[src/rtl/cmac_pkg.sv]
// Shared constants and width helpers for the pipelined complex MAC.
// Nothing here is clocked; the top and the multiplier core import it to
// derive their internal widths from DW / ACC_LOG2.
package cmac_pkg;

  localparam int DW_DEF       = 8;
  localparam int ACC_LOG2_DEF = 4;

  // Full-precision complex product term: sum/difference of two 2*DW products.
  function automatic int calc_tw(input int dw);
    return 2 * dw + 1;
  endfunction

  // Output width: term width plus headroom for 2^acc_log2 accumulated beats.
  function automatic int calc_ow(input int dw, input int acc_log2);
    return 2 * dw + 1 + acc_log2;
  endfunction

  localparam int TERM_W  = calc_tw(DW_DEF);
  localparam int CNT_LIM = 2 ** ACC_LOG2_DEF;

endpackage

[src/rtl/complex_mult_core.sv]
// Stages S0..S2 of the complex MAC: input capture, four real products, then
// the re/im combination (optionally against the conjugate of B).
// Ports:
//   clk, rst_n           clock, synchronous active-low reset (valid bits only)
//   i_en                 pipeline advance enable (low = whole pipe holds)
//   i_valid/i_last/i_conj  beat qualifiers
//   i_a..i_d             signed operands, A = a+jb, B = c+jd
//   o_term_re/o_term_im  signed 2*DW+1 product term at S2
//   o_last/o_valid       S2 qualifiers
module complex_mult_core import cmac_pkg::*; #(
  parameter  int DW = DW_DEF,
  localparam int TW = calc_tw(DW)
) (
  input  logic                 clk,
  input  logic                 rst_n,
  input  logic                 i_en,
  input  logic                 i_valid,
  input  logic                 i_last,
  input  logic                 i_conj,
  input  logic signed [DW-1:0] i_a,
  input  logic signed [DW-1:0] i_b,
  input  logic signed [DW-1:0] i_c,
  input  logic signed [DW-1:0] i_d,
  output logic signed [TW-1:0] o_term_re,
  output logic signed [TW-1:0] o_term_im,
  output logic                 o_last,
  output logic                 o_valid
);

  logic [2:0]            vld_pipe;
  logic [2:0]            r_last_pipe;
  logic [1:0]            r_conj_pipe;
  logic signed [DW-1:0]  r_a, r_b, r_c, r_d;
  logic signed [2*DW-1:0] r_ac, r_bd, r_ad, r_bc;
  logic signed [TW-1:0]  w_ac, w_bd, w_ad, w_bc;
  logic signed [TW-1:0]  r_re, r_im;

  // Sign-extend the products by one bit so -128*-128 terms cannot wrap.
  assign w_ac = {r_ac[2*DW-1], r_ac};
  assign w_bd = {r_bd[2*DW-1], r_bd};
  assign w_ad = {r_ad[2*DW-1], r_ad};
  assign w_bc = {r_bc[2*DW-1], r_bc};

  always_ff @(posedge clk) begin
    if (!rst_n) begin
      vld_pipe <= '0;
    end else if (i_en) begin
      vld_pipe <= {vld_pipe[1:0], i_valid};
    end
  end

  // Data path carries no reset: nothing downstream looks at it unless the
  // matching valid bit is set.
  always_ff @(posedge clk) begin
    if (i_en) begin
      r_a         <= i_a;
      r_b         <= i_b;
      r_c         <= i_c;
      r_d         <= i_d;
      r_last_pipe <= {r_last_pipe[1:0], i_last};
      r_conj_pipe <= {r_conj_pipe[0], i_conj};
      r_ac        <= r_a * r_c;
      r_bd        <= r_b * r_d;
      r_ad        <= r_a * r_d;
      r_bc        <= r_b * r_c;
      r_re        <= r_conj_pipe[1] ? (w_ac + w_bd) : (w_ac - w_bd);
      r_im        <= r_conj_pipe[1] ? (w_bc - w_ad) : (w_ad + w_bc);
    end
  end

  assign o_term_re = r_re;
  assign o_term_im = r_im;
  assign o_last    = r_last_pipe[2];
  assign o_valid   = vld_pipe[2];

endmodule

[src/rtl/pipelined_complex_mac.sv]
// Handshaked complex multiply-accumulate. Each accepted beat contributes
// A*B (or A*conj(B)); the terms of a frame are summed and one result is
// emitted on the frame's last beat, three edges after that beat is accepted.
// Ports:
//   clk, rst_n                 clock, synchronous active-low reset
//   in_valid/in_ready          input beat handshake
//   a, b, c, d                 signed operands, A = a+jb, B = c+jd
//   in_conj, in_last           per-beat conjugate select, end of frame
//   out_valid/out_ready        result handshake
//   out_re, out_im             signed frame sums (wrap modulo 2^OW)
//   out_ovf                    frame longer than 2^ACC_LOG2 beats
module pipelined_complex_mac import cmac_pkg::*; #(
  parameter  int DW       = DW_DEF,
  parameter  int ACC_LOG2 = ACC_LOG2_DEF,
  localparam int OW       = calc_ow(DW, ACC_LOG2)
) (
  input  logic                 clk,
  input  logic                 rst_n,
  input  logic                 in_valid,
  output logic                 in_ready,
  input  logic signed [DW-1:0] a,
  input  logic signed [DW-1:0] b,
  input  logic signed [DW-1:0] c,
  input  logic signed [DW-1:0] d,
  input  logic                 in_conj,
  input  logic                 in_last,
  output logic                 out_valid,
  input  logic                 out_ready,
  output logic signed [OW-1:0] out_re,
  output logic signed [OW-1:0] out_im,
  output logic                 out_ovf
);

  localparam int TW = calc_tw(DW);
  localparam int CW = ACC_LOG2 + 2;
  localparam logic [CW-1:0] C_LIM = CW'(2 ** ACC_LOG2);
  localparam logic [CW-1:0] C_SAT = CW'(2 ** ACC_LOG2 + 1);

  logic                 w_en;
  logic signed [TW-1:0] w_term_re, w_term_im;
  logic                 w_s2_last, w_s2_valid;
  logic signed [OW-1:0] w_sum_re, w_sum_im;
  logic [CW-1:0]        w_cnt_inc;
  logic signed [OW-1:0] r_acc_re, r_acc_im;
  logic [CW-1:0]        r_cnt;

  // A held result freezes the entire pipe, so one enable drives every stage.
  assign w_en     = !out_valid || out_ready;
  assign in_ready = w_en;

  complex_mult_core #(.DW(DW)) u_core (
    .clk       (clk),
    .rst_n     (rst_n),
    .i_en      (w_en),
    .i_valid   (in_valid),
    .i_last    (in_last),
    .i_conj    (in_conj),
    .i_a       (a),
    .i_b       (b),
    .i_c       (c),
    .i_d       (d),
    .o_term_re (w_term_re),
    .o_term_im (w_term_im),
    .o_last    (w_s2_last),
    .o_valid   (w_s2_valid)
  );

  assign w_sum_re  = r_acc_re + {{(OW-TW){w_term_re[TW-1]}}, w_term_re};
  assign w_sum_im  = r_acc_im + {{(OW-TW){w_term_im[TW-1]}}, w_term_im};
  assign w_cnt_inc = r_cnt + CW'(1);

  always_ff @(posedge clk) begin
    if (!rst_n) begin
      r_acc_re  <= '0;
      r_acc_im  <= '0;
      r_cnt     <= '0;
      out_valid <= 1'b0;
      out_re    <= '0;
      out_im    <= '0;
      out_ovf   <= 1'b0;
    end else if (w_en) begin
      if (w_s2_valid && w_s2_last) begin
        // Closing beat: publish the sum and restart the frame in one edge.
        out_re    <= w_sum_re;
        out_im    <= w_sum_im;
        out_ovf   <= (w_cnt_inc > C_LIM);
        out_valid <= 1'b1;
        r_acc_re  <= '0;
        r_acc_im  <= '0;
        r_cnt     <= '0;
      end else begin
        if (w_s2_valid) begin
          r_acc_re <= w_sum_re;
          r_acc_im <= w_sum_im;
          // Saturate one past the limit so the flag stays set for long frames.
          if (r_cnt != C_SAT) r_cnt <= w_cnt_inc;
        end
        out_valid <= 1'b0;
      end
    end
  end

endmodule

[config.mk]
export PLATFORM = sky130hd
export DESIGN_NAME = pipelined_complex_mac
export DESIGN_NICKNAME = d
export VERILOG_FILES = /design/src/rtl/cmac_pkg.sv /design/src/rtl/complex_mult_core.sv /design/src/rtl/pipelined_complex_mac.sv
export SDC_FILE = /design/constraint.sdc
export NUM_CORES = 1
export LEC_CHECK = 0
export ABC_AREA = 1
export CAP_MARGIN = 20
export CORE_MARGIN = 2
export CORE_UTILIZATION = 39
export DETAILED_ROUTE_END_ITERATION = 12
export HOLD_SLACK_MARGIN = 0.02
export PLACE_DENSITY = 0.52
export SYNTH_ARGS = -nofsm -noshare
export SYNTH_HDL_FRONTEND = slang
export SYNTH_HIERARCHICAL = 1
export SYNTH_SLANG_ARGS = --single-unit
[constraint.sdc]
create_clock -name clk -period 6.4 [get_ports clk]
set_input_delay 1.28 -clock clk [delete_from_list [all_inputs] [get_ports clk]]
set_output_delay 1.28 -clock clk [all_outputs]
set_load 0.01 [all_outputs]
==> results of run 1 <==
routing by layer:
metal / vias to the layer above / share of wire (%) / GRT usage [%]
li1: 9333 / - / -
met1: 8781 / 47 / 25.0
met2: 378 / 47 / 31.9
met3: 53 / 4.4 / 2.11
met4: 0 / 1.7 / 3.34
met5: - / 0 / 0
kinds of logic after synthesis:
family                   Yosys count  synth area share (%)
adder cells (fa/ha/maj)          417                  29.4
AND/OR/NAND/NOR                 1212                  21.1
XOR/XNOR                         125                  4.70
buffers and inverters            837                  13.5
flip-flops                       230                  25.4
AO/OA/AOI/OAI                    252                  5.90
cell type report:
cell class,count,share of cell area (%)
flip-flops and latches,230,22.9
clock buffers,37,3.15
multi-input cells,2006,55.2
well taps,773,3.72
inverters,751,10.9
repair buffers,90,3.39
clock inverters,17,0.713
sequential cells by signal, summed over array words and instances, names as in the netlist:
| register | count |
|---|---|
| out_re | 21 |
| u_core/o_term_re | 17 |
| r_cnt | 6 |
| u_core/r_last_pipe | 3 |
| u_core/r_c | 8 |
| u_core/vld_pipe | 3 |
| u_core/r_a | 8 |
| u_core/o_term_im | 17 |
| u_core/r_d | 8 |
| r_acc_im | 21 |
| u_core/r_conj_pipe | 2 |
| u_core/r_ad | 16 |
| u_core/r_bd | 16 |
| u_core/r_ac | 16 |
| u_core/r_b | 8 |
| u_core/r_bc | 16 |
| out_ovf | 1 |
| out_im | 21 |
| r_acc_re | 21 |
| out_valid | 1 |
through the flow:
stage	std cells	instance area [sq um]	hold WS (ps)	total power [mW]
floorplan	3073	23500	400	7.51
global placement	3850	25000	407	9.09
detailed placement	3850	25000	409	9.15
CTS	3904	26000	435	10.9
global route	3904	26000	443	12.0
finish	3904	26000	430	10.8
synth_stat cells (6+ instances only):
cell	number
edfxtp_1	135
nand3_1	131
o21ai_0	64
nor2_2	11
inv_1	741
nand2_1	775
o21bai_1	6
o21ai_1	11
fa_1	224
nor3_1	12
a21o_1	8
nand4_1	13
nand3_2	6
a31oi_1	6
a21oi_1	134
buf_2	16
inv_2	8
nand2_2	11
a21oi_2	7
clkbuf_1	67
xor2_1	83
ha_1	193
nand3b_1	8
dfxtp_1	95
xnor2_1	41
nor2_1	229
worst max path at each step:
| stage | end | cells past startpoint |
|---|---|---|
| floorplan | in_ready | 2 |
| global placement | u_core/r_ac[15] | 16 |
| detailed placement | u_core/r_bd[15] | 15 |
| CTS | u_core/r_ac[15] | 16 |
| global route | u_core/r_bd[15] | 16 |
| finish | u_core/r_ac[15] | 16 |
report_power, final:
group / total [mW] / internal, mW / switching [mW] / leakage, nW
logic: 6.54 / 2.46 / 4.09 / 11.4
registers: 2.54 / 2.25 / 0.290 / 2.21
clock network: 1.70 / 0.996 / 0.708 / 0.490
total: 10.8 / 5.70 / 5.08 / 14.1
==> metrics.cfg, run 1 <==
[cts]
clockRootBuffer=clkbuf_16
cts_hold_buf=0
htreeDepth=1
path_clk_slew_ps=60
cts_sinks=230
cts_tree=built
post_cts_buffers=0
clock_path_buffers=3
cts_resized=0
numCtsBuffers=29
clock_latency_ps=600

[die]
die_height_um=249
core_sq_mm=0.0592
die_w_um=249
start_util_pct=39.6
design.die.area_sq_mm=0.0621
io_pins=83
rows=89

[critical_path]
r2r-start=u_core/r_a[7]
path_class=flop to flop
cp_num_buf_inv=5
r2r_setup_slack_ps=1630
r2r_end=u_core/r_ac[15]
end_kind=flop
worstPathArrival_ps=5120
path_common_cell=inv_1
crit_slowest_cell=edfxtp_1
setup.worst_path.start_class=flop
rr_worst_depth=16
worstPathRequired_ps=6740
worstPathMaxFanout=16
startpoint=u_core/r_a[7]
path_cells=nand2_1 > inv_1 > fa_1 > inv_1 > fa_1 > fa_1 > fa_1 > inv_1 > ha_1 > inv_1 > o21ai_0 > a31oi_1 > nand3_1 > inv_1 > nand2_1 > nand2_1
slowest_delay_ps=640
crit_family=adder cells

[global_route]
overflow=0
track_usage_pct=18.4
grt_max_degree=60
grt_pass1_wl_um=94700
grt_pass1_vias=19000
antenna_found_initial=0

[synthesis]
synth_seq_cells=230
netlist_area_sq_mm=0.0235
ys_types=50
synth_edf_count=135
syn_nets=3528
syn_inst=3073
yosys.area.top_type_share_pct=19.1
synthTopCellsByArea=fa_1 (19%), edfxtp_1 (17%), nand2_1 (12%)
async_flop_share_pct=0
yosys_most_used_dff=edfxtp_1
ys_seq_area_share_pct=25.4
synth.largest_area_cell=fa_1
yosys_warnings=6
syn_avg_cell_area_sq_um=7.64

[routing]
num_vias=18500
wl_um=55600
drc=0
drt-initial-drc-count=942
drt_first_pass_iters=7
vias_per_cell=4.75
wire_per_inst_um=14.2
ant_nets=0

[pwr]
ir_drop_v=0.000243
powerDensity_mw_per_mm2=415
cellLeakagePower_nw=14.1

[worst_hold_path]
holdPathStages=0
hold_path.class=flop to flop
hold_end=u_core/r_last_pipe[1]
worstHoldStart=u_core/r_last_pipe[0]

[finish]
layout_common_cells=nand2_1 (775), inv_1 (740), nor2_1 (229)
final_nets=3563
final_common_cell=nand2_1
drive_gt1_share_pct=3.77
diodes=0
fillCellCount=6066
multi_input_area_sq_mm=0.0143
fin_util_pct=43.8
regArea_sq_mm=0.00596
syn_to_final_growth_pct=10.7

[sta]
clock.fmax_ghz=0.209
slew_headroom_pct=41.6
drv_slew=0
hold_viol_final=0
min_period_over_period_pct=74.6
setup_slack_ps=1630
worstMarginPinSlew_ps=874
final.setup_skew_ps=16.1
tns_ps=0
fin_crit_ps=4770
rsz0062_at_grt=no
setup_violations=0

[placement]
dp_hpwl_um=44800
globalplace.congestion=0.883
io_buffers=82
place_ws_ps=1660

[outcome]
status=complete, no violations

[run]
max_cap_viol_count=0

(Power assumes the default switching activity.)
==> run 2: changes to the inputs <==
Clock period 6.4 ns to 4.9 ns, I/O delays scaled along.
==> metrics.cfg, run 2 (same netlist as run 1, synthesis figures left out) <==
[sta]
worstMarginPinSlew_ps=827  ; was 874 ps
setup_violations=0  ; unchanged
rsz0062_at_grt=no  ; unchanged
drv_slew=0  ; unchanged
tns_ps=0  ; unchanged
slew_headroom_pct=44.9  ; was 41.6%
final.setup_skew_ps=13.0  ; was 16.1 ps
hold_viol_final=0  ; unchanged
clock.fmax_ghz=0.215  ; was 0.209 GHz
min_period_over_period_pct=94.7  ; was 74.6%
hold_ws_ps=428  ; was 430 ps
fin_crit_ps=4640  ; was 4770 ps

[critical_path]
path_cells=buf_4 > nand2_1 > inv_1 > fa_1 > inv_1 > fa_1 > fa_1 > fa_1 > inv_1 > ha_1 > inv_1 > o21ai_0 > a31oi_1 > nand3_1 > inv_1 > nand2_1 > nand2_1  ; was nand2_1 > inv_1 > fa_1 > inv_1 > fa_1 > fa_1 > fa_1 > inv_1 > ha_1 > inv_1 > o21ai_0 > a31oi_1 > nand3_1 > inv_1 > nand2_1 > nand2_1
worstPathRequired_ps=5230  ; was 6740 ps
slowest_delay_ps=620  ; was 640 ps
setup.worst_path.start_class=flop  ; unchanged
path_class=flop to flop  ; unchanged
end_kind=flop  ; unchanged
crit_slowest_cell=fa_1  ; was edfxtp_1
crit_family=adder cells  ; unchanged
cp_num_buf_inv=6  ; was 5
path_common_cell=inv_1  ; unchanged
worstPathMaxFanout=15  ; was 16
worstPathArrival_ps=4980  ; was 5120 ps

[die]
rows=89  ; unchanged
die_height_um=249  ; unchanged
core_sq_mm=0.0592  ; unchanged
design.die.area_sq_mm=0.0621  ; unchanged
io_pins=83  ; unchanged
start_util_pct=39.6  ; unchanged
die_w_um=249  ; unchanged

[routing]
vias_per_cell=4.70  ; was 4.75
num_vias=18500  ; about the same
wl_um=55100  ; was 55600 um
dr_wl_met3_um=2230  ; was 2450 um
ant_nets=0  ; unchanged
top_layer=met4  ; unchanged
m1WireLength_um=26500  ; was 26000 um
drc=0  ; unchanged
wl_met2_um=24700  ; was 26200 um
wire_per_inst_um=14.0  ; was 14.2 um
drt_first_pass_iters=5  ; was 7
drt-initial-drc-count=981  ; was 942

[pwr]
swShare_pct=47.3  ; was 47.2%
switching_power_mw=6.62  ; was 5.08 mW
clkPwrFrac_pct=14.6  ; was 15.8%
combPwrFrac_pct=61.9  ; was 60.7%
cellLeakagePower_nw=14.2  ; was 14.1 nW
p_int_mw=7.37  ; was 5.70 mW
ir_drop_v=0.000255  ; was 0.000243 V
seq_power_share_pct=23.5  ; about the same
powerDensity_mw_per_mm2=535  ; was 415 mW/mm^2

[cts]
cts_sinks=230  ; unchanged
path_clk_slew_ps=60  ; about the same
numCtsBuffers=27  ; was 29
htreeDepth=1  ; unchanged
cts_tree=built  ; unchanged
clock_latency_ps=580  ; was 600 ps
clockRootBuffer=clkbuf_16  ; unchanged
clock_path_buffers=3  ; unchanged

[finish]
final_common_cell=nand2_1  ; unchanged
final_nets=3597  ; was 3563
syn_to_final_growth_pct=11.5  ; was 10.7%
layout_common_cells=nand2_1 (775), inv_1 (740), nor2_1 (229)  ; unchanged
diodes=0  ; unchanged
fin_area_sq_mm=0.0262  ; was 0.0260 sq mm
drive_gt1_share_pct=4.58  ; was 3.77%

[worst_hold_path]
hold_path.class=flop to flop  ; unchanged

[global_route]
grt_max_degree=62  ; was 60
track_usage_pct=18.1  ; was 18.4%
grt_pass1_wl_um=93000  ; was 94700 um
antenna_found_initial=0  ; unchanged
grt_pass1_vias=18600  ; was 19000
overflow=0  ; unchanged

[placement]
globalplace.congestion=0.904  ; was 0.883
dp_hpwl_um=45100  ; was 44800 um
io_buffers=82  ; unchanged
place_area_sq_mm=0.0252  ; was 0.0250 sq mm

[outcome]
status=complete, no violations  ; unchanged

[run]
max_cap_viol_count=0  ; unchanged

==> run 2: cell count changes in the layout (fill, tap and decap cells not counted), sizes merged <==
| cell | previous run | this run |
|---|---|---|
| buf | 8 | 44 |
| bufinv | 2 | 1 |
| clkbuf | 37 | 41 |
| clkinv | 8 | 7 |
| clkinvlp | 3 | 1 |
| inv | 755 | 751 |
==> run 2: path summary, 6_finish.rpt <==
kind                                             from                    end  slack, ps  depth (start not counted)
worst max-delay path                    u_core/r_c[2]        u_core/r_ac[15]        260                         17
worst min-delay path            u_core/r_last_pipe[1]  u_core/r_last_pipe[2]        430                          0
worst max register to register          u_core/r_c[2]        u_core/r_ac[15]        260                         17
worst min register to register  u_core/r_last_pipe[1]  u_core/r_last_pipe[2]        430                          0
==> run 2: cell type report <==
cell class / instances / area (sq um)
Fill cell: 6109 / 33100
Multi-Input combinational cell: 2006 / 14300
Sequential cell: 230 / 5960
Inverter: 751 / 2820
Timing Repair Buffer: 126 / 1160
Tap cell: 773 / 967
Clock buffer: 41 / 820
Clock inverter: 9 / 88.8
==> run 2: worst reg2reg max path, cell delays in order, from the launching register on <==
cell,delay (ps)
edfxtp_1,430
buf_4,240
nand2_1,180
inv_1,80
fa_1,620
inv_1,130
fa_1,490
fa_1,530
fa_1,550
inv_1,40
ha_1,360
inv_1,90
o21ai_0,300
a31oi_1,120
nand3_1,110
inv_1,50
nand2_1,60
nand2_1,50
==> run 2: stage by stage <==
step	worst slack [ps]	cells	power (mW)	util, %
after global routing	6.25	3936	15.6	44.2
after global placement	211	3882	11.9	42.6
final	258	3936	14.0	44.2
after CTS	207	3932	14.1	44.1
after floorplan	166	3073	9.81	-
after detailed placement	217	3882	12.0	42.6
==> run 2: power by group through the flow <==
stage	registers (mW)	clock network, mW	logic [mW]
2_1_floorplan	3.15	0	6.67
3_3_place_gp	3.33	0	8.58
3_5_place_dp	3.33	0	8.65
4_1_cts	3.29	2.12	8.70
5_1_grt	3.33	2.20	10.0
6_report	3.29	2.04	8.66
==> run 2: metal layers <==
metal	global-route usage, %	up-vias
li1	-	9395
met1	25.1	8652
met2	29.6	363
met3	2.36	83
met4	5.37	0
met5	0	-
==> run 2: timing repair <==
action	4_1_cts	5_1_grt
hold buffers	0	0
endpoints found under the setup margin	0	2
setup buffers	0	4
gates resized for setup	0	1
